$ cat src/rtl/qeciphy_crc_check_mc.sv
// Multi-channel CRC validation checker: captures the expected CRC word on a boundary,
// compares it chunk-wise against NUM_CH calculated CRCs, and tracks link health.
module qeciphy_crc_check_mc #(
    parameter int NUM_CH      = 4,
    parameter int CRC_W       = 16,
    parameter int CMP_W       = 8,
    parameter int FAIL_THRESH = 3,
    parameter int GOOD_THRESH = 4,
    parameter int CNT_W       = 16
) (
    input  logic                    clk_i,
    input  logic                    rst_n_i,
    input  logic                    crc_boundary_i,
    input  logic [NUM_CH*CRC_W-1:0] expected_i,
    input  logic [NUM_CH*CRC_W-1:0] crc_i,
    input  logic                    crc_valid_i,
    input  logic [NUM_CH-1:0]       ch_mask_i,
    input  logic                    clr_i,
    output logic                    check_done_o,
    output logic                    crc_error_o,
    output logic [NUM_CH-1:0]       ch_error_o,
    output logic                    stale_o,
    output logic [CNT_W-1:0]        err_count_o,
    output logic [1:0]              link_state_o,
    output logic                    link_fail_o
);

    localparam int NCHUNK = CRC_W / CMP_W;
    localparam int FC_W   = $clog2(FAIL_THRESH + 1);
    localparam int PC_W   = $clog2(GOOD_THRESH + 1);

    typedef enum logic [1:0] {
        ST_HEALTHY  = 2'd0,
        ST_DEGRADED = 2'd1,
        ST_FAILED   = 2'd2
    } state_e;

    logic [NUM_CH*CRC_W-1:0]         exp_q, exp_d;
    logic                            pending_q, pending_d;
    logic                            s1_valid_q, s1_valid_d;
    logic                            s1_stale_q, s1_stale_d;
    logic [NUM_CH-1:0][NCHUNK-1:0]   s1_match_q, s1_match_d;
    logic                            done_q, done_d;
    logic                            crc_err_q, crc_err_d;
    logic [NUM_CH-1:0]               ch_err_q, ch_err_d;
    logic [NUM_CH-1:0]               ch_mis_s;
    logic                            stale_q, stale_d;
    logic [CNT_W-1:0]                cnt_q, cnt_d;
    state_e                          state_q, state_d;
    logic [FC_W-1:0]                 fail_cnt_q, fail_cnt_d, fail_inc_s;
    logic [PC_W-1:0]                 pass_cnt_q, pass_cnt_d, pass_inc_s;
    logic                            link_fail_q, link_fail_d;

    // Capture and stage-1 chunk compares; compare always sees the pre-edge expected word
    always_comb begin
        exp_d      = exp_q;
        pending_d  = pending_q;
        s1_valid_d = crc_valid_i;
        s1_stale_d = s1_stale_q;
        s1_match_d = s1_match_q;
        if (crc_valid_i) begin
            s1_stale_d = ~pending_q;
            for (int c = 0; c < NUM_CH; c++) begin
                for (int k = 0; k < NCHUNK; k++) begin
                    s1_match_d[c][k] = (exp_q[c*CRC_W + k*CMP_W +: CMP_W] ==
                                        crc_i[c*CRC_W + k*CMP_W +: CMP_W]) | ch_mask_i[c];
                end
            end
        end else begin
            s1_stale_d = s1_stale_q;
        end
        if (crc_boundary_i) begin
            exp_d     = expected_i;
            pending_d = 1'b1;
        end else if (crc_valid_i) begin
            pending_d = 1'b0;
        end else begin
            pending_d = pending_q;
        end
    end

    // Stage-2 reduction; a stale check reports no per-channel errors
    always_comb begin
        for (int c = 0; c < NUM_CH; c++) begin
            ch_mis_s[c] = ~(&s1_match_q[c]) & ~s1_stale_q;
        end
        done_d    = s1_valid_q;
        ch_err_d  = ch_err_q;
        crc_err_d = crc_err_q;
        stale_d   = stale_q;
        if (s1_valid_q) begin
            ch_err_d  = ch_mis_s;
            crc_err_d = (|ch_mis_s) | s1_stale_q;
            stale_d   = s1_stale_q;
        end else begin
            stale_d   = stale_q;
        end
        if (clr_i) begin
            stale_d = 1'b0;
        end else begin
            stale_d = stale_d;
        end
    end

    // Health FSM and saturating error counter, driven by the registered check result
    always_comb begin
        state_d     = state_q;
        fail_cnt_d  = fail_cnt_q;
        pass_cnt_d  = pass_cnt_q;
        cnt_d       = cnt_q;
        fail_inc_s  = fail_cnt_q + FC_W'(1);
        pass_inc_s  = pass_cnt_q + PC_W'(1);
        if (clr_i) begin
            state_d    = ST_HEALTHY;
            fail_cnt_d = '0;
            pass_cnt_d = '0;
            cnt_d      = '0;
        end else if (done_q) begin
            if (crc_err_q && !(&cnt_q)) begin
                cnt_d = cnt_q + CNT_W'(1);
            end else begin
                cnt_d = cnt_q;
            end
            case (state_q)
                ST_HEALTHY: begin
                    if (crc_err_q) begin
                        fail_cnt_d = FC_W'(1);
                        pass_cnt_d = '0;
                        state_d    = (FAIL_THRESH == 1) ? ST_FAILED : ST_DEGRADED;
                    end else begin
                        state_d = ST_HEALTHY;
                    end
                end
                ST_DEGRADED: begin
                    if (crc_err_q) begin
                        fail_cnt_d = fail_inc_s;
                        pass_cnt_d = '0;
                        state_d    = (fail_inc_s >= FC_W'(FAIL_THRESH)) ? ST_FAILED : ST_DEGRADED;
                    end else if (pass_inc_s >= PC_W'(GOOD_THRESH)) begin
                        fail_cnt_d = '0;
                        pass_cnt_d = '0;
                        state_d    = ST_HEALTHY;
                    end else begin
                        fail_cnt_d = '0;
                        pass_cnt_d = pass_inc_s;
                    end
                end
                ST_FAILED: state_d = ST_FAILED;
                default:   state_d = ST_HEALTHY;
            endcase
        end else begin
            state_d = state_q;
        end
        link_fail_d = (state_d == ST_FAILED);
    end

    // State registers with synchronous active-low reset
    always_ff @(posedge clk_i) begin
        if (!rst_n_i) begin
            exp_q       <= '0;
            pending_q   <= 1'b0;
            s1_valid_q  <= 1'b0;
            s1_stale_q  <= 1'b0;
            s1_match_q  <= '0;
            done_q      <= 1'b0;
            crc_err_q   <= 1'b0;
            ch_err_q    <= '0;
            stale_q     <= 1'b0;
            cnt_q       <= '0;
            state_q     <= ST_HEALTHY;
            fail_cnt_q  <= '0;
            pass_cnt_q  <= '0;
            link_fail_q <= 1'b0;
        end else begin
            exp_q       <= exp_d;
            pending_q   <= pending_d;
            s1_valid_q  <= s1_valid_d;
            s1_stale_q  <= s1_stale_d;
            s1_match_q  <= s1_match_d;
            done_q      <= done_d;
            crc_err_q   <= crc_err_d;
            ch_err_q    <= ch_err_d;
            stale_q     <= stale_d;
            cnt_q       <= cnt_d;
            state_q     <= state_d;
            fail_cnt_q  <= fail_cnt_d;
            pass_cnt_q  <= pass_cnt_d;
            link_fail_q <= link_fail_d;
        end
    end

    assign check_done_o = done_q;
    assign crc_error_o  = crc_err_q;
    assign ch_error_o   = ch_err_q;
    assign stale_o      = stale_q;
    assign err_count_o  = cnt_q;
    assign link_state_o = state_q;
    assign link_fail_o  = link_fail_q;

endmodule

$ cat config.mk
export PLATFORM = sky130hd
export DESIGN_NAME = qeciphy_crc_check_mc
export DESIGN_NICKNAME = d
export VERILOG_FILES = /design/src/rtl/qeciphy_crc_check_mc.sv
export SDC_FILE = /design/constraint.sdc
export NUM_CORES = 1
export LEC_CHECK = 0
export CORE_MARGIN = 3
export CORE_UTILIZATION = 35
export DETAILED_ROUTE_END_ITERATION = 16
export GPL_TIMING_DRIVEN = 0
export PLACE_DENSITY = 0.68
export SYNTH_ARGS = -nofsm -noshare
export SYNTH_HDL_FRONTEND = slang
export SYNTH_SLANG_ARGS = --single-unit
$ cat constraint.sdc
create_clock -name clk_i -period 2.9 [get_ports clk_i]
set_input_delay 0.29 -clock clk_i [delete_from_list [all_inputs] [get_ports clk_i]]
set_output_delay 0.29 -clock clk_i [all_outputs]
set_load 0.02 [all_outputs]
* Word level (Yosys, flattened, before mapping) *
Index checks and enable logic that the tools add are counted.

storage, ports and cells
  bits in registers = 106

cells by class
  muxes and demuxes = 16
  eq/ne operators = 12
  bitwise gates (word level) = 20
  add/subtract/negate cells = 3
  reduce and logical (&&, ||, !) cells = 14
  magnitude comparators = 2

operator list
  kind                                            number
  == test 8 bit                                   8
  adder 16 x 1 -> 16 bit (second input constant)  1
  AND reduction 16 bit                            1
  two-way mux 2 bit                               7
  AND reduction 2 bit                             5
  two-way mux 3 bit                               3
  OR 1 bit                                        9
  NOT 1 bit                                       7
  one-hot mux 2 bit (3 select lines)              1
  one-hot mux 3 bit (2 select lines)              1
  AND 1 bit                                       4
  == test 2 bit (second input constant)           2
  one-hot mux 2 bit (2 select lines)              1
  nonzero test 2 bit                              2
  OR reduction 4 bit                              1
  adder 3 x 1 -> 3 bit (second input constant)    1
  >= comparator 3 bit (second input constant)     1
  two-way mux 1 bit                               3
  AND reduction 3 bit                             1
  adder 2 x 1 -> 2 bit (second input constant)    1
  == test 2 x 1 -> 1 bit (second input constant)  1
  >= comparator 2 bit (second input constant)     1
  zero test 2 bit                                 1
  inequality test 2 bit (second input constant)   1
  3 further kinds                                 3

* Depth between registers and ports, before layout *
Gate-level depths: netlist of the first run.

  depth in word-level cells = 8
  depth in mapped cells = 7

* Worst setup path after synthesis of the first run *
No wires, ideal clock.

  path type = reg-to-reg
  from = register cnt_q[0], in the netlist err_count_o[0]
  to = register cnt_q[15], in the netlist err_count_o[15]
  library setup time = 0.128 ns
  required time = 2.772 ns
  period minus slack after synthesis = 1.894 ns
  cell stages (with the launch flop) = 7
  slack = 1.006 ns
  buffers on the path = 0
  data arrival time = 1.766 ns
  path through = dfxtp_1 > ha_1 > nand4_2 > or4_4 > nand4_1 > xor2_1 > nor2_1

on the way
  cells in the longest elaborated chain, start to end = 4

ends and longest elaborated chain
  item                                                                            RTL line  source
  from (decl)                                                                     48        logic [CNT_W-1:0] cnt_q, cnt_d;
  from (signal assigned)                                                          184       cnt_q <= cnt_d;
  parallel branches: the longest is 4 deep, another holds adder 16 x 1 -> 16 bit  n/a

Parallel ways; which one is timed is not known.
A chain may end at the register's enable or synchronous reset.

* Worst setup path after layout of the first run *
  from = register cnt_q[0], in the netlist err_count_o[0]
  to = register cnt_q[3], in the netlist err_count_o[3]

Same word-level chain as after synthesis.

==> impl_metrics.yaml, run 1 <==
status:
  outcome: "finished, final reports clean"
synth:
  synth_seq_area_share_pct: 43.9
  netlist_area_sq_um: 4830
  ys_top_cells_by_count: "dfxtp_1 (106), xor2_1 (78), nor2b_1 (74)"
  yosys_warnings: 0
  synth-seq-cells: 106
  synth_area_per_cell_sq_um: 9.87
  synth_top_area_share_pct: 43.9
  synth_top_area_cell: "dfxtp_1"
  synthArstFlopShare_pct: 0
  postSynthCellCount: 489
  synth_edf_count: 0
  synth_top_flop_cell: "dfxtp_1"
  synth.most_common_cell: "dfxtp_1"
  syn_nets: 629
  synth_cell_type_count: 32
  synthTopCellsByArea: "dfxtp_1 (44%), xor2_1 (14%), mux2i_1 (14%), nor2b_1 (9.6%), a21oi_1 (2.6%)"
sta:
  finalHoldViolations: 0
  fmax_mhz: 521
  fin_skew_ns: 0.00660
  whs_ns: 0.321
  rsz0062_at_grt: "false"
  period_needed_ns: 1.92
  setup_slack_ns: 0.979
  setup_violations: 0
  setup_tns_ns: 0
  post-route-period-util_pct: 66.2
  slew_headroom_pct: 53.8
  final-max-slew-violation-count: 0
  worst_pin_slew_ns: 0.693
floorplanning:
  pin_count: 163
  fp.dieH_um: 123
  fp-row-count: 42
  dieArea_sq_um: 15200
  dieWidth_um: 123
  core_area_sq_um: 13300
  initial_core_util_pct: 36.2
min_path:
  hp-class: "input pin to flip-flop"
global_route:
  antenna_found_initial: 0
  grt_first_pass_wirelength_um: 19100
  track_usage_pct: 15.9
  grt_pass1_vias: 4047
  grt_max_degree: 17
  grt_overflow: 0
flow_run:
  cap_viol_max_count: 0
finish:
  seq_area_sq_um: 2120
  fin_cells: 840
  syn2layout_area_growth_pct: 43.5
  num-fill-cells: 1241
  nets: 800
  antenna_cells: 0
  multi_input_area_sq_um: 2590
  finalInstanceArea_sq_um: 6930
  drive_above_1_share_pct: 3.92
  fin_util_pct: 51.9
critical_path:
  end_kind: "flip-flop"
  cp-start-kind: "flip-flop"
  cp.required_ns: 3.11
  path_class: "flip-flop to flip-flop"
  worstPathMaxFanout: 7
  worstPathArrival_ns: 2.13
power_and_ir_drop:
  power.density_nw_per_um2: 462
  p_leak_nw: 2.81
  irDropWorstVdd_uv: 264
  p_total_mw: 3.20
drt:
  drc: 0
  num_vias: 3921
  top_layer_used: "met4"
  drt-initial-drc-count: 196
  ant_nets: 0
  wl_met3_um: 920
  first_pass_iters: 4
  via_per_inst: 4.67
  wl_met2_um: 5410
  drt-met1-wl_um: 5480
  wl_per_cell_um: 14.3
  wl_um: 12000
cts:
  cts_tree: "done"
  cts_sinks: 106
  cts_buffer_depth: 2
  cts_setup_buffers: 0
  cts-root-buf: "clkbuf_16"
  clock_latency_ns: 0.34
  cts_made_buffers: 9
  cts_resized: 0
  htreeDepth: 3
  hold_buffers: 0
  clk_pin_slew_ns: 0.07
placement:
  post-dp-hpwl_um: 9370
  gp_congestion: 0.808
  dp.cells: 825
  placed_area_sq_um: 6650
  pre_cts_ws_ns: 0.987
  portBuffers: 160
[routing by layer]
layer / vias to the layer above / track usage, %
li1: 2007 / -
met5: - / 0
met2: 121 / 25.6
met3: 14 / 4.53
met1: 1779 / 20.3
met4: 0 / 5.74
[report_power, final]
group,leakage (nW),total [mW],internal (mW),switching [mW]
sequential,0.871,1.57,1.52,0.0452
clock,0.141,1.16,0.625,0.532
combinational,1.79,0.476,0.298,0.178
total,2.81,3.20,2.45,0.755
[final timing paths]
kind	to	startpoint	slack (ns)	depth (start not counted)
max reg2reg	err_count_o[3]	err_count_o[0]	0.98	7
min reg2reg	fail_cnt_q[1]	fail_cnt_q[1]	0.49	2
max	err_count_o[3]	err_count_o[0]	0.98	7
min	pending_q	rst_n_i	0.32	2
[kinds of logic after synthesis]
family,after synthesis,share of synthesized area [%]
flip-flops,106,43.9
adder cells (fa/ha/maj),3,0.777
AND/OR/NAND/NOR,163,19.4
AO/OA/AOI/OAI,42,4.90
buffers and inverters,27,2.33
multiplexers,68,14.1
XOR/XNOR,80,14.5
[critical path, cell delays in order, from the launching register on]
cell     delay [ns]
dfxtp_1        0.46
ha_1           0.25
nand4_2        0.15
o41a_1         0.43
buf_2          0.17
nand4_1        0.11
xor2_1         0.16
nor2_1         0.06
[sequential cells by signal, indices dropped and copies added (netlist names)]
signal,cells
pass_cnt_q,3
link_state_o,2
s1_match_q,8
exp_q,64
s1_stale_q,1
check_done_o,1
stale_o,1
link_fail_o,1
done_d,1
ch_error_o,4
pending_q,1
err_count_o,16
fail_cnt_q,2
crc_error_o,1
[cell type report]
type	count	share of cell area, %
Clock buffer	11	3.65
Multi-Input combinational cell	356	37.4
Timing Repair Buffer	160	23.1
Tap cell	176	3.18
Clock inverter	4	0.397
Sequential cell	106	30.6
Buffer	24	1.46
Inverter	3	0.162
[cell usage in the layout (no fill, tap or decap), types with 3 or more instances in the layout]
cell             instances
xor2_1                  78
nor4_1                  19
dfxtp_1                106
a21oi_1                 25
inv_1                    3
and2_1                   3
nor3_1                   4
buf_2                    9
clkdlybuf4s50_1        160
nor2_1                  23
nand4b_1                 3
nor2b_1                 74
nand3_1                  6
clkbuf_16                9
clkbuf_1                15
mux2i_1                 68
nand2_1                 15
ha_1                     3
nand4_1                  9
o21ai_0                 10
(Power assumes the default switching activity.)
==> run 2: changes to the inputs <==
==> constraint.sdc (replaced) <==
create_clock -name clk_i -period 2 [get_ports clk_i]
set_input_delay 0.2 -clock clk_i [delete_from_list [all_inputs] [get_ports clk_i]]
set_output_delay 0.2 -clock clk_i [all_outputs]
set_load 0.02 [all_outputs]
==> impl_metrics.yaml, run 2 (synthesis results as in run 1) <==
global_route:
  track_usage_pct: 15.9
  grt_overflow: 0
  grt-busiest-layer: "met2"
  antenna_found_initial: 0
  use_met2_pct: 25.6
  grtUsageMet3_pct: 4.53
  grt_pass1_vias: 4047
  met1_usage_pct: 20.3
  grt_max_degree: 17
  grt_first_pass_wirelength_um: 19100
placement:
  portBuffers: 160
  placed_area_sq_um: 6650
  pre_cts_ws_ns: 0.0868
  post-dp-hpwl_um: 9370
  dp.cells: 825
  gp_congestion: 0.808
critical_path:
  cp-start-kind: "flip-flop"
  worstPathMaxFanout: 7
  cp.required_ns: 2.21
  timing.critical_path.from: "err_count_o[0]"
  reg2reg_slack_ns: 0.17
  worstPathArrival_ns: 2.04
  reg2reg_from: "err_count_o[0]"
  end_kind: "flip-flop"
  cp-endpoint: "err_count_o[3]"
  r2r_end: "err_count_o[3]"
  path_class: "flip-flop to flip-flop"
  reg2reg_depth: 7
cts:
  cts_buffer_depth: 2
  clk_pin_slew_ns: 0.07
  cts_made_buffers: 9
  htreeDepth: 3
  cts-root-buf: "clkbuf_16"
  clock_latency_ns: 0.34
  cts_tree: "done"
  cts_sinks: 106
  hold_buffers: 0
  cts_setup_buffers: 0
  cts_resized: 0
sta:
  worst_pin_slew_ns: 0.693
  setup_tns_ns: 0
  whs_ns: 0.231
  setup_violations: 0
  slew_headroom_pct: 53.8
  finalHoldViolations: 0
  fmax_mhz: 546
  fin_skew_ns: 0.00660
  period_needed_ns: 1.83
  rsz0062_at_grt: "false"
  final-max-slew-violation-count: 0
  setup_slack_ns: 0.169
  post-route-period-util_pct: 91.5
finish:
  finalInstanceArea_sq_um: 6930
  fin_util_pct: 51.9
  antenna_cells: 0
  layout_commonest_cell: "clkdlybuf4s50_1"
  final_cell_mix: "clkdlybuf4s50_1 (160), dfxtp_1 (104), xor2_1 (78)"
  drive_above_1_share_pct: 4.22
  top_register: "exp_q"
  syn2layout_area_growth_pct: 43.6
  largest_reg_flops: 64
  nets: 800
  fin_cells: 840
  num-fill-cells: 1241
drt:
  ant_nets: 0
  wl_um: 12000
  num_vias: 3922
  drt-initial-drc-count: 196
  first_pass_iters: 4
  via_per_inst: 4.67
  wl_per_cell_um: 14.3
  drc: 0
power_and_ir_drop:
  p_leak_nw: 2.81
  p_clk_share_pct: 36.1
  p_int_mw: 3.55
  power.density_nw_per_um2: 670
  p_total_mw: 4.64
  p_sw_mw: 1.09
  swShare_pct: 23.6
  irDropWorstVdd_uv: 383
  power_frac_seq_pct: 49.0
  comb_power_share_pct: 14.9
floorplanning:
  dieArea_sq_um: 15200
  dieWidth_um: 123
  fp-row-count: 42
  fp.dieH_um: 123
  core_area_sq_um: 13300
  pin_count: 163
  initial_core_util_pct: 36.2
min_path:
  hp-start: "rst_n_i"
  hp-class: "input pin to flip-flop"
flow_run:
  cap_viol_max_count: 0
status:
  outcome: "finished, final reports clean"
[run 2: cell count changes in the layout (fill, tap and decap cells not counted)]
cell     delta
dfxtp_1     -2
dfxtp_2     +2
[run 2: area by class of cell]
| type | instances | area, sq um | area share, % |
|---|---|---|---|
| plain buffers | 24 | 101 | 1.46 |
| clock buffers | 11 | 253 | 3.65 |
| clock inverters | 4 | 27.5 | 0.397 |
| inverters | 3 | 11.3 | 0.162 |
| multi-input cells | 356 | 2590 | 37.4 |
| flip-flops and latches | 106 | 2120 | 30.6 |
| well taps | 176 | 220 | 3.18 |
| repair buffers | 160 | 1600 | 23.1 |
[run 2: worst min path at each step]
stage,slack [ns],to,cells past startpoint
floorplan,0.32,link_fail_o,1
CTS,0.23,pending_q,2
detailed placement,0.47,fail_cnt_q[0],1
global route,0.27,pending_q,2
finish,0.23,pending_q,2
global placement,0.44,fail_cnt_q[1],2
[run 2: critical path, stage by stage, from the launching register on]
cell and delay (ns):
dfxtp_2 0.40, ha_1 0.23, nand4_2 0.15, o41a_1 0.43, buf_2 0.17, nand4_1 0.11, xor2_1 0.16, nor2_1 0.06
[run 2: layer usage]
metal / up-vias / share of wire [%]
met1: 1780 / 46
met4: 0 / 1.5
met5: - / 0
met3: 14 / 7.7
met2: 121 / 45
li1: 2007 / -
[run 2: power groups by stage]
stage | clock network [mW] | logic [mW] | registers, mW
detailed placement | 0 | 0.699 | 2.33
finish | 1.68 | 0.691 | 2.28
global placement | 0 | 0.686 | 2.32
floorplan | 0 | 0.319 | 2.32
CTS | 1.74 | 0.703 | 2.28
global route | 1.80 | 0.759 | 2.29
==> run 3: changes to the inputs <==
--- a/config.mk
+++ b/config.mk
@@ -9,7 +9,7 @@
 export CORE_UTILIZATION = 35
 export DETAILED_ROUTE_END_ITERATION = 16
 export GPL_TIMING_DRIVEN = 0
-export PLACE_DENSITY = 0.68
+export PLACE_DENSITY_LB_ADDON = 0.15
 export SYNTH_ARGS = -nofsm -noshare
 export SYNTH_HDL_FRONTEND = slang
 export SYNTH_SLANG_ARGS = --single-unit
==> impl_metrics.yaml, run 3 (synthesis results as in run 1) <==
global_route:
  grt_overflow: 0
  grt_max_degree: 16
  track_usage_pct: 15.9
  grt_first_pass_wirelength_um: 18800
  antenna_found_initial: 0
  grt_pass1_vias: 3809
power_and_ir_drop:
  irDropWorstVdd_uv: 400
  p_leak_nw: 2.80
  p_total_mw: 4.62
  power.density_nw_per_um2: 668
critical_path:
  cp.required_ns: 2.21
  reg2reg_depth: 6
  cp-start-kind: "flip-flop"
  end_kind: "flip-flop"
  path_class: "flip-flop to flip-flop"
  worstPathArrival_ns: 2.05
  worstPathMaxFanout: 6
sta:
  post-route-period-util_pct: 92.1
  whs_ns: 0.235
  fmax_mhz: 543
  final-max-slew-violation-count: 0
  setup_tns_ns: 0
  rsz0062_at_grt: "false"
  worst_pin_slew_ns: 0.697
  setup_slack_ns: 0.158
  setup_violations: 0
  finalHoldViolations: 0
  fin_skew_ns: 0.00600
  slew_headroom_pct: 53.5
  period_needed_ns: 1.84
floorplanning:
  pin_count: 163
  fp-row-count: 42
  core_area_sq_um: 13300
  initial_core_util_pct: 36.2
  fp.dieH_um: 123
  dieWidth_um: 123
  dieArea_sq_um: 15200
cts:
  cts_setup_buffers: 0
  hold_buffers: 0
  cts_tree: "done"
  htreeDepth: 3
  clk_pin_slew_ns: 0.07
  clock_latency_ns: 0.34
  cts_sinks: 106
  cts_resized: 0
  cts_made_buffers: 9
  cts-root-buf: "clkbuf_16"
  cts_buffer_depth: 2
finish:
  nets: 800
  largest_reg_flops: 64
  layout_commonest_cell: "clkdlybuf4s50_1"
  fin_util_pct: 51.9
  finalInstanceArea_sq_um: 6920
  syn2layout_area_growth_pct: 43.4
  drive_above_1_share_pct: 4.07
  antenna_cells: 0
  final_cell_mix: "clkdlybuf4s50_1 (160), dfxtp_1 (104), xor2_1 (78)"
  top_register: "exp_q"
  fin_cells: 840
flow_run:
  cap_viol_max_count: 0
drt:
  first_pass_iters: 4
  num_vias: 3841
  drt-initial-drc-count: 164
  wl_um: 11900
  ant_nets: 0
  via_per_inst: 4.57
  wl_per_cell_um: 14.2
  drc: 0
min_path:
  min_path_cells: 2
  hp-class: "input pin to flip-flop"
placement:
  placed_area_sq_um: 6650
  portBuffers: 160
  post-dp-hpwl_um: 9100
  dp.cells: 825
  gp_congestion: 0.827
  pre_cts_ws_ns: 0.0993
status:
  outcome: "finished, final reports clean"
[run 3: per-layer routing]
| layer | vias up | track usage, % | routed length (um) |
|---|---|---|---|
| met1 | 1720 | 21.0 | 5560 |
| li1 | 2001 | - | - |
| met5 | - | 0 | 0 |
| met4 | 0 | 5.95 | 197 |
| met3 | 13 | 4.44 | 871 |
| met2 | 107 | 24.8 | 5270 |
[run 3: where the power goes]
group | leakage [nW] | switching, mW | internal (mW) | total [mW]
Sequential | 0.872 | 0.0644 | 2.21 | 2.28
Combinational | 1.79 | 0.258 | 0.432 | 0.690
Clock | 0.138 | 0.756 | 0.901 | 1.66
[run 3: cell type report]
cell class,count,area (sq um)
plain buffers,24,101
fillers,1276,6420
flip-flops and latches,106,2120
clock buffers,12,256
clock inverters,3,15.0
repair buffers,160,1600
multi-input cells,356,2590
well taps,176,220
inverters,3,11.3
[run 3: final timing paths]
kind                                startpoint         endpoint  slack (ns)
worst max-delay path            err_count_o[0]  err_count_o[15]        0.16
worst min-delay path                   rst_n_i        pending_q        0.23
worst max register to register  err_count_o[0]  err_count_o[15]        0.16
worst min register to register   fail_cnt_q[1]    fail_cnt_q[1]        0.49
[run 3: worst max-delay path, stage by stage, from the launching register on]
cell     delay [ns]
dfxtp_2        0.38
ha_1           0.22
nand4_2        0.15
or4_4          0.60
nand4_1        0.14
xor2_1         0.16
nor2_1         0.06
